===== src/rtl/l2_port_arbiter_if.sv =====
// ---------------------------------------------------------------------------
// l2_port_arbiter_if
// Bundles the two L1 client ports and the single L2Cache port that the
// arbiter sits between.
//   c0_* : ICache client (req/addr/burst/wdata in, rdata/busy out)
//   c1_* : DCache client (req/addr/burst/wdata in, rdata/busy out)
//   l2_* : L2Cache request port (req/addr/burst/wdata out, rdata/busy in)
// Modports:
//   master : the environment (L1 clients plus L2Cache)
//   slave  : the arbiter
// ---------------------------------------------------------------------------
interface l2_port_arbiter_if;
  logic        c0_rreq;
  logic        c0_wreq;
  logic [31:0] c0_addr;
  logic [4:0]  c0_burst_size;
  logic [31:0] c0_wdata;
  logic [31:0] c0_rdata;
  logic        c0_busy;

  logic        c1_rreq;
  logic        c1_wreq;
  logic [31:0] c1_addr;
  logic [4:0]  c1_burst_size;
  logic [31:0] c1_wdata;
  logic [31:0] c1_rdata;
  logic        c1_busy;

  logic        l2_rreq;
  logic        l2_wreq;
  logic [31:0] l2_addr;
  logic [4:0]  l2_burst_size;
  logic [31:0] l2_wdata;
  logic [31:0] l2_rdata;
  logic        l2_busy;

  modport master (
    output c0_rreq, c0_wreq, c0_addr, c0_burst_size, c0_wdata,
    input  c0_rdata, c0_busy,
    output c1_rreq, c1_wreq, c1_addr, c1_burst_size, c1_wdata,
    input  c1_rdata, c1_busy,
    input  l2_rreq, l2_wreq, l2_addr, l2_burst_size, l2_wdata,
    output l2_rdata, l2_busy
  );

  modport slave (
    input  c0_rreq, c0_wreq, c0_addr, c0_burst_size, c0_wdata,
    output c0_rdata, c0_busy,
    input  c1_rreq, c1_wreq, c1_addr, c1_burst_size, c1_wdata,
    output c1_rdata, c1_busy,
    output l2_rreq, l2_wreq, l2_addr, l2_burst_size, l2_wdata,
    input  l2_rdata, l2_busy
  );
endinterface


===== src/rtl/l2_port_arbiter.sv =====
// ---------------------------------------------------------------------------
// l2_port_arbiter
// Shares the single L2Cache request port between the ICache (port 0) and the
// DCache (port 1). A whole transaction is granted at a time; the grant is
// registered, so the L2 sees a request one cycle after the client raises it,
// and every transaction is followed by one idle turnaround cycle.
// Ties are broken round-robin, or always in favour of port 1 when
// FIXED_PRIO=1. Per-port saturating grant counters are exported.
// Ports:
//   clk        : clock, all state on rising edge
//   reset      : asynchronous active-low reset
//   bus        : client/L2 bundle (slave modport)
//   grant_cnt0 : grants issued to port 0 (saturating)
//   grant_cnt1 : grants issued to port 1 (saturating)
// ---------------------------------------------------------------------------
module l2_port_arbiter #(
  parameter int FIXED_PRIO = 0,
  parameter int CNT_W      = 16
) (
  input  logic                 clk,
  input  logic                 reset,
  l2_port_arbiter_if.slave     bus,
  output logic [CNT_W-1:0]     grant_cnt0,
  output logic [CNT_W-1:0]     grant_cnt1
);

  typedef enum logic [1:0] {
    IDLE = 2'd0,
    G0   = 2'd1,
    G1   = 2'd2
  } state_t;

  localparam logic [CNT_W-1:0] CNT_MAX = {CNT_W{1'b1}};
  localparam logic [CNT_W-1:0] CNT_ONE = {{(CNT_W-1){1'b0}}, 1'b1};

  state_t           r_state;
  state_t           w_next;
  logic             r_last;
  logic [CNT_W-1:0] r_cnt0;
  logic [CNT_W-1:0] r_cnt1;
  logic             w_req0;
  logic             w_req1;
  logic             w_enter0;
  logic             w_enter1;

  assign w_req0 = bus.c0_rreq | bus.c0_wreq;
  assign w_req1 = bus.c1_rreq | bus.c1_wreq;

  assign grant_cnt0 = r_cnt0;
  assign grant_cnt1 = r_cnt1;

  // Next-state selection: grants are only decided from IDLE, so a granted
  // client can never be preempted while its request is held.
  always_comb begin
    w_next   = r_state;
    w_enter0 = 1'b0;
    w_enter1 = 1'b0;
    case (r_state)
      IDLE: begin
        if (w_req0 && w_req1) begin
          if (FIXED_PRIO != 0) begin
            w_next = G1;
          end else if (r_last) begin
            w_next = G0;
          end else begin
            w_next = G1;
          end
        end else if (w_req0) begin
          w_next = G0;
        end else if (w_req1) begin
          w_next = G1;
        end else begin
          w_next = IDLE;
        end
        w_enter0 = (w_next == G0);
        w_enter1 = (w_next == G1);
      end
      G0: begin
        if (w_req0) begin
          w_next = G0;
        end else begin
          w_next = IDLE;
        end
      end
      G1: begin
        if (w_req1) begin
          w_next = G1;
        end else begin
          w_next = IDLE;
        end
      end
      default: begin
        w_next = IDLE;
      end
    endcase
  end

  // Output steering: the granted client talks straight to the L2, the other
  // one is stalled by its own request. IDLE ignores l2_busy entirely.
  always_comb begin
    bus.l2_rreq       = 1'b0;
    bus.l2_wreq       = 1'b0;
    bus.l2_addr       = 32'd0;
    bus.l2_burst_size = 5'd0;
    bus.l2_wdata      = 32'd0;
    bus.c0_rdata      = 32'd0;
    bus.c1_rdata      = 32'd0;
    bus.c0_busy       = w_req0;
    bus.c1_busy       = w_req1;
    case (r_state)
      G0: begin
        bus.l2_rreq       = bus.c0_rreq;
        bus.l2_wreq       = bus.c0_wreq;
        bus.l2_addr       = bus.c0_addr;
        bus.l2_burst_size = bus.c0_burst_size;
        bus.l2_wdata      = bus.c0_wdata;
        bus.c0_rdata      = bus.l2_rdata;
        bus.c0_busy       = bus.l2_busy;
      end
      G1: begin
        bus.l2_rreq       = bus.c1_rreq;
        bus.l2_wreq       = bus.c1_wreq;
        bus.l2_addr       = bus.c1_addr;
        bus.l2_burst_size = bus.c1_burst_size;
        bus.l2_wdata      = bus.c1_wdata;
        bus.c1_rdata      = bus.l2_rdata;
        bus.c1_busy       = bus.l2_busy;
      end
      IDLE: begin
        bus.l2_rreq = 1'b0;
      end
      default: begin
        bus.l2_rreq = 1'b0;
      end
    endcase
  end

  // State, round-robin pointer and saturating grant counters. The async
  // reset returns to IDLE, which withdraws any L2 request immediately.
  always_ff @(posedge clk or negedge reset) begin
    if (!reset) begin
      r_state <= IDLE;
      r_last  <= 1'b1;
      r_cnt0  <= {CNT_W{1'b0}};
      r_cnt1  <= {CNT_W{1'b0}};
    end else begin
      r_state <= w_next;
      if (w_enter0) begin
        r_last <= 1'b0;
        if (r_cnt0 != CNT_MAX) begin
          r_cnt0 <= r_cnt0 + CNT_ONE;
        end
      end
      if (w_enter1) begin
        r_last <= 1'b1;
        if (r_cnt1 != CNT_MAX) begin
          r_cnt1 <= r_cnt1 + CNT_ONE;
        end
      end
    end
  end

endmodule

===== src/flat_wrapper.sv =====
// flat-port wrapper written by rule: the top's interface ports become plain ports
module l2_port_arbiter_flat 
#(
  parameter int FIXED_PRIO = 0,
  parameter int CNT_W      = 16
)
  (clk, reset, grant_cnt0, grant_cnt1, bus_c0_rreq, bus_c0_wreq, bus_c0_addr, bus_c0_burst_size, bus_c0_wdata, bus_c0_rdata, bus_c0_busy, bus_c1_rreq, bus_c1_wreq, bus_c1_addr, bus_c1_burst_size, bus_c1_wdata, bus_c1_rdata, bus_c1_busy, bus_l2_rreq, bus_l2_wreq, bus_l2_addr, bus_l2_burst_size, bus_l2_wdata, bus_l2_rdata, bus_l2_busy);
  l2_port_arbiter_if bus_i ();
  input  logic clk;
  input  logic reset;
  output logic [CNT_W-1:0] grant_cnt0;
  output logic [CNT_W-1:0] grant_cnt1;
  input wire logic [$bits(bus_i.c0_rreq)-1:0] bus_c0_rreq;
  input wire logic [$bits(bus_i.c0_wreq)-1:0] bus_c0_wreq;
  input wire logic [$bits(bus_i.c0_addr)-1:0] bus_c0_addr;
  input wire logic [$bits(bus_i.c0_burst_size)-1:0] bus_c0_burst_size;
  input wire logic [$bits(bus_i.c0_wdata)-1:0] bus_c0_wdata;
  output wire logic [$bits(bus_i.c0_rdata)-1:0] bus_c0_rdata;
  output wire logic [$bits(bus_i.c0_busy)-1:0] bus_c0_busy;
  input wire logic [$bits(bus_i.c1_rreq)-1:0] bus_c1_rreq;
  input wire logic [$bits(bus_i.c1_wreq)-1:0] bus_c1_wreq;
  input wire logic [$bits(bus_i.c1_addr)-1:0] bus_c1_addr;
  input wire logic [$bits(bus_i.c1_burst_size)-1:0] bus_c1_burst_size;
  input wire logic [$bits(bus_i.c1_wdata)-1:0] bus_c1_wdata;
  output wire logic [$bits(bus_i.c1_rdata)-1:0] bus_c1_rdata;
  output wire logic [$bits(bus_i.c1_busy)-1:0] bus_c1_busy;
  output wire logic [$bits(bus_i.l2_rreq)-1:0] bus_l2_rreq;
  output wire logic [$bits(bus_i.l2_wreq)-1:0] bus_l2_wreq;
  output wire logic [$bits(bus_i.l2_addr)-1:0] bus_l2_addr;
  output wire logic [$bits(bus_i.l2_burst_size)-1:0] bus_l2_burst_size;
  output wire logic [$bits(bus_i.l2_wdata)-1:0] bus_l2_wdata;
  input wire logic [$bits(bus_i.l2_rdata)-1:0] bus_l2_rdata;
  input wire logic [$bits(bus_i.l2_busy)-1:0] bus_l2_busy;
  assign bus_i.c0_rreq = bus_c0_rreq;
  assign bus_i.c0_wreq = bus_c0_wreq;
  assign bus_i.c0_addr = bus_c0_addr;
  assign bus_i.c0_burst_size = bus_c0_burst_size;
  assign bus_i.c0_wdata = bus_c0_wdata;
  assign bus_c0_rdata = bus_i.c0_rdata;
  assign bus_c0_busy = bus_i.c0_busy;
  assign bus_i.c1_rreq = bus_c1_rreq;
  assign bus_i.c1_wreq = bus_c1_wreq;
  assign bus_i.c1_addr = bus_c1_addr;
  assign bus_i.c1_burst_size = bus_c1_burst_size;
  assign bus_i.c1_wdata = bus_c1_wdata;
  assign bus_c1_rdata = bus_i.c1_rdata;
  assign bus_c1_busy = bus_i.c1_busy;
  assign bus_l2_rreq = bus_i.l2_rreq;
  assign bus_l2_wreq = bus_i.l2_wreq;
  assign bus_l2_addr = bus_i.l2_addr;
  assign bus_l2_burst_size = bus_i.l2_burst_size;
  assign bus_l2_wdata = bus_i.l2_wdata;
  assign bus_i.l2_rdata = bus_l2_rdata;
  assign bus_i.l2_busy = bus_l2_busy;
  l2_port_arbiter #(.FIXED_PRIO(FIXED_PRIO), .CNT_W(CNT_W)) u_core (.clk(clk), .reset(reset), .bus(bus_i), .grant_cnt0(grant_cnt0), .grant_cnt1(grant_cnt1));
endmodule

===== config.mk =====
export PLATFORM = sky130hd
export DESIGN_NAME = l2_port_arbiter_flat
export DESIGN_NICKNAME = d
export VERILOG_FILES = /design/src/rtl/l2_port_arbiter_if.sv /design/src/rtl/l2_port_arbiter.sv /design/src/flat_wrapper.sv
export SDC_FILE = /design/constraint.sdc
export NUM_CORES = 1
export LEC_CHECK = 0
export ABC_AREA = 1
export CORE_AREA = 2 2 133 135
export DETAILED_ROUTE_END_ITERATION = 16
export DIE_AREA = 0 0 135 137
export SYNTH_ARGS = -nofsm -noshare
export SYNTH_HDL_FRONTEND = slang
export SYNTH_SLANG_ARGS = --single-unit

===== constraint.sdc =====
create_clock -name clk -period 2.6 [get_ports clk]
set_input_delay 0.52 -clock clk [delete_from_list [all_inputs] [get_ports clk]]
set_output_delay 0.52 -clock clk [all_outputs]
set_load 0.01 [all_outputs]

==> results.cfg <==
[min_path]
min-delay-start = u_core.grant_cnt1[15]
min_path_cells = 2
hold_class = reg2reg
hold_end = u_core.grant_cnt1[15]

[logic_synthesis]
ys_seq_area_frac = 0.2340
syn_area_um2 = 3749
synth_xor_xnor_area_share = 0.02804
ys_types = 26
synth-simple-area-share = 0.4366
synth-compound-area-share = 0.1365
yosysWarnings = 0
yosys.area_share.adder = 0.02003
avgSynthCellArea_um2 = 5.417
synthMuxAreaShare = 0.003004
synth_seq_cells = 35
synth_top_family_by_area = simple AND/OR/NAND/NOR gates
synth_nets = 875
syn_inst = 692

[clock_network]
insertion_delay_ns = 0.28
root_buffer = clkbuf_16
cts_tree = yes
clock_sinks = 35
cts-buffers-inserted = 5
cts_buffer_depth = 2
clkSlewWorstSetupHoldPaths_ns = 0.06
h-tree-depth = 2

[layout]
layout-drive-gt1-share = 0.07068
nets = 1229
design_area_um2 = 7976
area_growth_pct = 112.8
final_util = 0.4677

[power_and_ir_drop]
total_leakage_power_uw = 0.004107
ir_worst_vdd_uv = 512.9
power_density_nw_per_um2 = 794.9

[route]
first_iter_violations = 249
ant_nets = 0
wl_per_cell_um = 15.63
wl_um = 19900
dr.pass1.iters = 4
vias = 5396
drc = 0
viasPerCell = 4.239

[floorplanning]
io-pin-count = 346
dieWidth_um = 135
start_util = 0.2198
die-area_um2 = 18500
die_y_um = 137
core_um2 = 17060
rows = 48

[sta]
slew_headroom = 0.6616
period_minus_slack_ns = 2.534
period_share = 0.9748
fin_tns_setup_ns = 0
tightestPinTransition_ns = 0.5076
setup_viol_count_final = 0
fin_worst_skew_ns = 0.007057
worst_slack_ns = 0.06556
finalHoldViolCount = 0
max_freq_ghz = 0.3946
rsz0062_at_grt = yes
slew_viol_final = 0

[global_route]
grtUsageMet3 = 0.03481
grt_pass1_wl_um = 28170
top_usage_layer = met2
grt_pass1_vias = 4873
grt_use_met1 = 0.2578
grt_start_max_net_pins = 36
grt_overflow = 0
grt_use_met2 = 0.3435
groute.usage.overall = 0.1961
antenna_found_initial = 1

[worst_setup_path]
rr_endpoint = u_core.grant_cnt0[15]
crit_required_ns = 2.08
crit_path_max_fanout = 13
arrival_ns = 2.01
start_kind = flop
crit_type = reg2out
reg2reg_depth = 8
cp-end-kind = output pin
r2r_slack_ns = 0.66
r2r_start = u_core.grant_cnt0[0]

[placement]
gp_congestion = 0.7971
hpwl_um = 15540
dp_worst_setup_slack_ns = 0.02805
place_area_um2 = 7616
io_buffer_count = 345

[run_status]
status = complete, no violations

[run]
cap_violations = 0
area by class of cell:
type,count,area [µm²]
timing repair buffer,382,3906
clock buffer,5,125.1
tap,225,281.5
multi-input combinational,525,2376
sequential,35,877.1
inverter,97,364.1
antenna,1,2.502
clock inverter,3,43.79
fill,1843,9080
cell families after synthesis:
| kind of cell | after synthesis |
|---|---|
| xor gates and xnor gates | 12 |
| AOI/OAI and AO/OA | 94 |
| and+or+nand+nor | 412 |
| buffers and inverters | 132 |
| adders and majority gates | 6 |
| DFF | 35 |
| muxes | 1 |
Yosys cell counts (all sizes together):
library cell,number,area share
xor2,2,0.0047
a21oi,75,0.10
nand2,341,0.34
xnor2,10,0.023
o21ai,19,0.033
ha,6,0.020
and2b,1,0.0023
clkbuf,19,0.019
nand4,12,0.020
nand3,18,0.025
mux2,1,0.0030
buf,16,0.026
inv,97,0.097
nor2,40,0.045
dfrtp,34,0.23
dfstp,1,0.0070
registers in the layout (all words and copies together) (netlist names):
| name | count |
|---|---|
| u_core.grant_cnt0 | 16 |
| u_core.grant_cnt1 | 16 |
| u_core.r_state | 2 |
| u_core.r_last | 1 |
metrics by stage:
step                hold slack, ns  cells  total power, µW
global placement            0.5336   1252             5575
finish                      0.5606   1273             6340
CTS                         0.5643   1269             6378
detailed placement          0.5479   1252             5572
global route                0.5908   1273             6796
floorplan                   0.2244    692             2905
critical path, cell delays in order, from the launching register on:
cell,delay (ns)
dfrtp_1,0.41
inv_2,0.07
ha_1,0.29
inv_2,0.05
buf_4,0.19
a21oi_1,0.13
clkdlybuf4s50_1,0.59
what timing repair did:
action                     in CTS  in global routing
setup buffers                   7                  2
cloned                          2                  1
hold buffers                    0                  0
pin swaps                       1                  1
gates resized for setup        44                 27
setup endpoints to repair      95                 60
metal layers:
layer / up-vias / wire (µm)
met5: - / 0
met3: 12 / 1265
met1: 2391 / 8593
met4: 0 / 152
li1: 2819 / -
met2: 174 / 9889
power by group:
group | internal (µW) | switching [µW] | leakage, µW
logic | 2330 | 2470 | 0.00355
registers | 670 | 171 | 0.000471
clock network | 452 | 248 | 0.0000838
total | 3450 | 2890 | 0.00411
cell usage in the layout, fill, tap and decap left out, types with 5 or more instances in the layout:
cell type / n
inv_1: 93
nand4_1: 12
o21ai_2: 5
clkbuf_16: 6
nor2_1: 35
nand2_1: 337
buf_12: 7
clkdlybuf4s50_1: 280
dlygate4sd2_1: 40
o21ai_0: 13
buf_4: 25
xnor2_1: 10
nand3_1: 17
dfrtp_1: 34
dlymetal6s2s_1: 25
a21oi_1: 71
worst max path at each step:
stage                            startpoint               end
after floorplan           u_core.r_state[1]    bus_l2_addr[0]
after global placement      bus_c0_addr[24]   bus_l2_addr[24]
after detailed placement    bus_c0_addr[24]   bus_l2_addr[24]
after CTS                 u_core.r_state[1]       bus_l2_wreq
after global routing      u_core.r_state[0]   bus_c1_rdata[3]
final                     u_core.r_state[1]  bus_l2_wdata[26]
(Power assumes the default switching activity.)
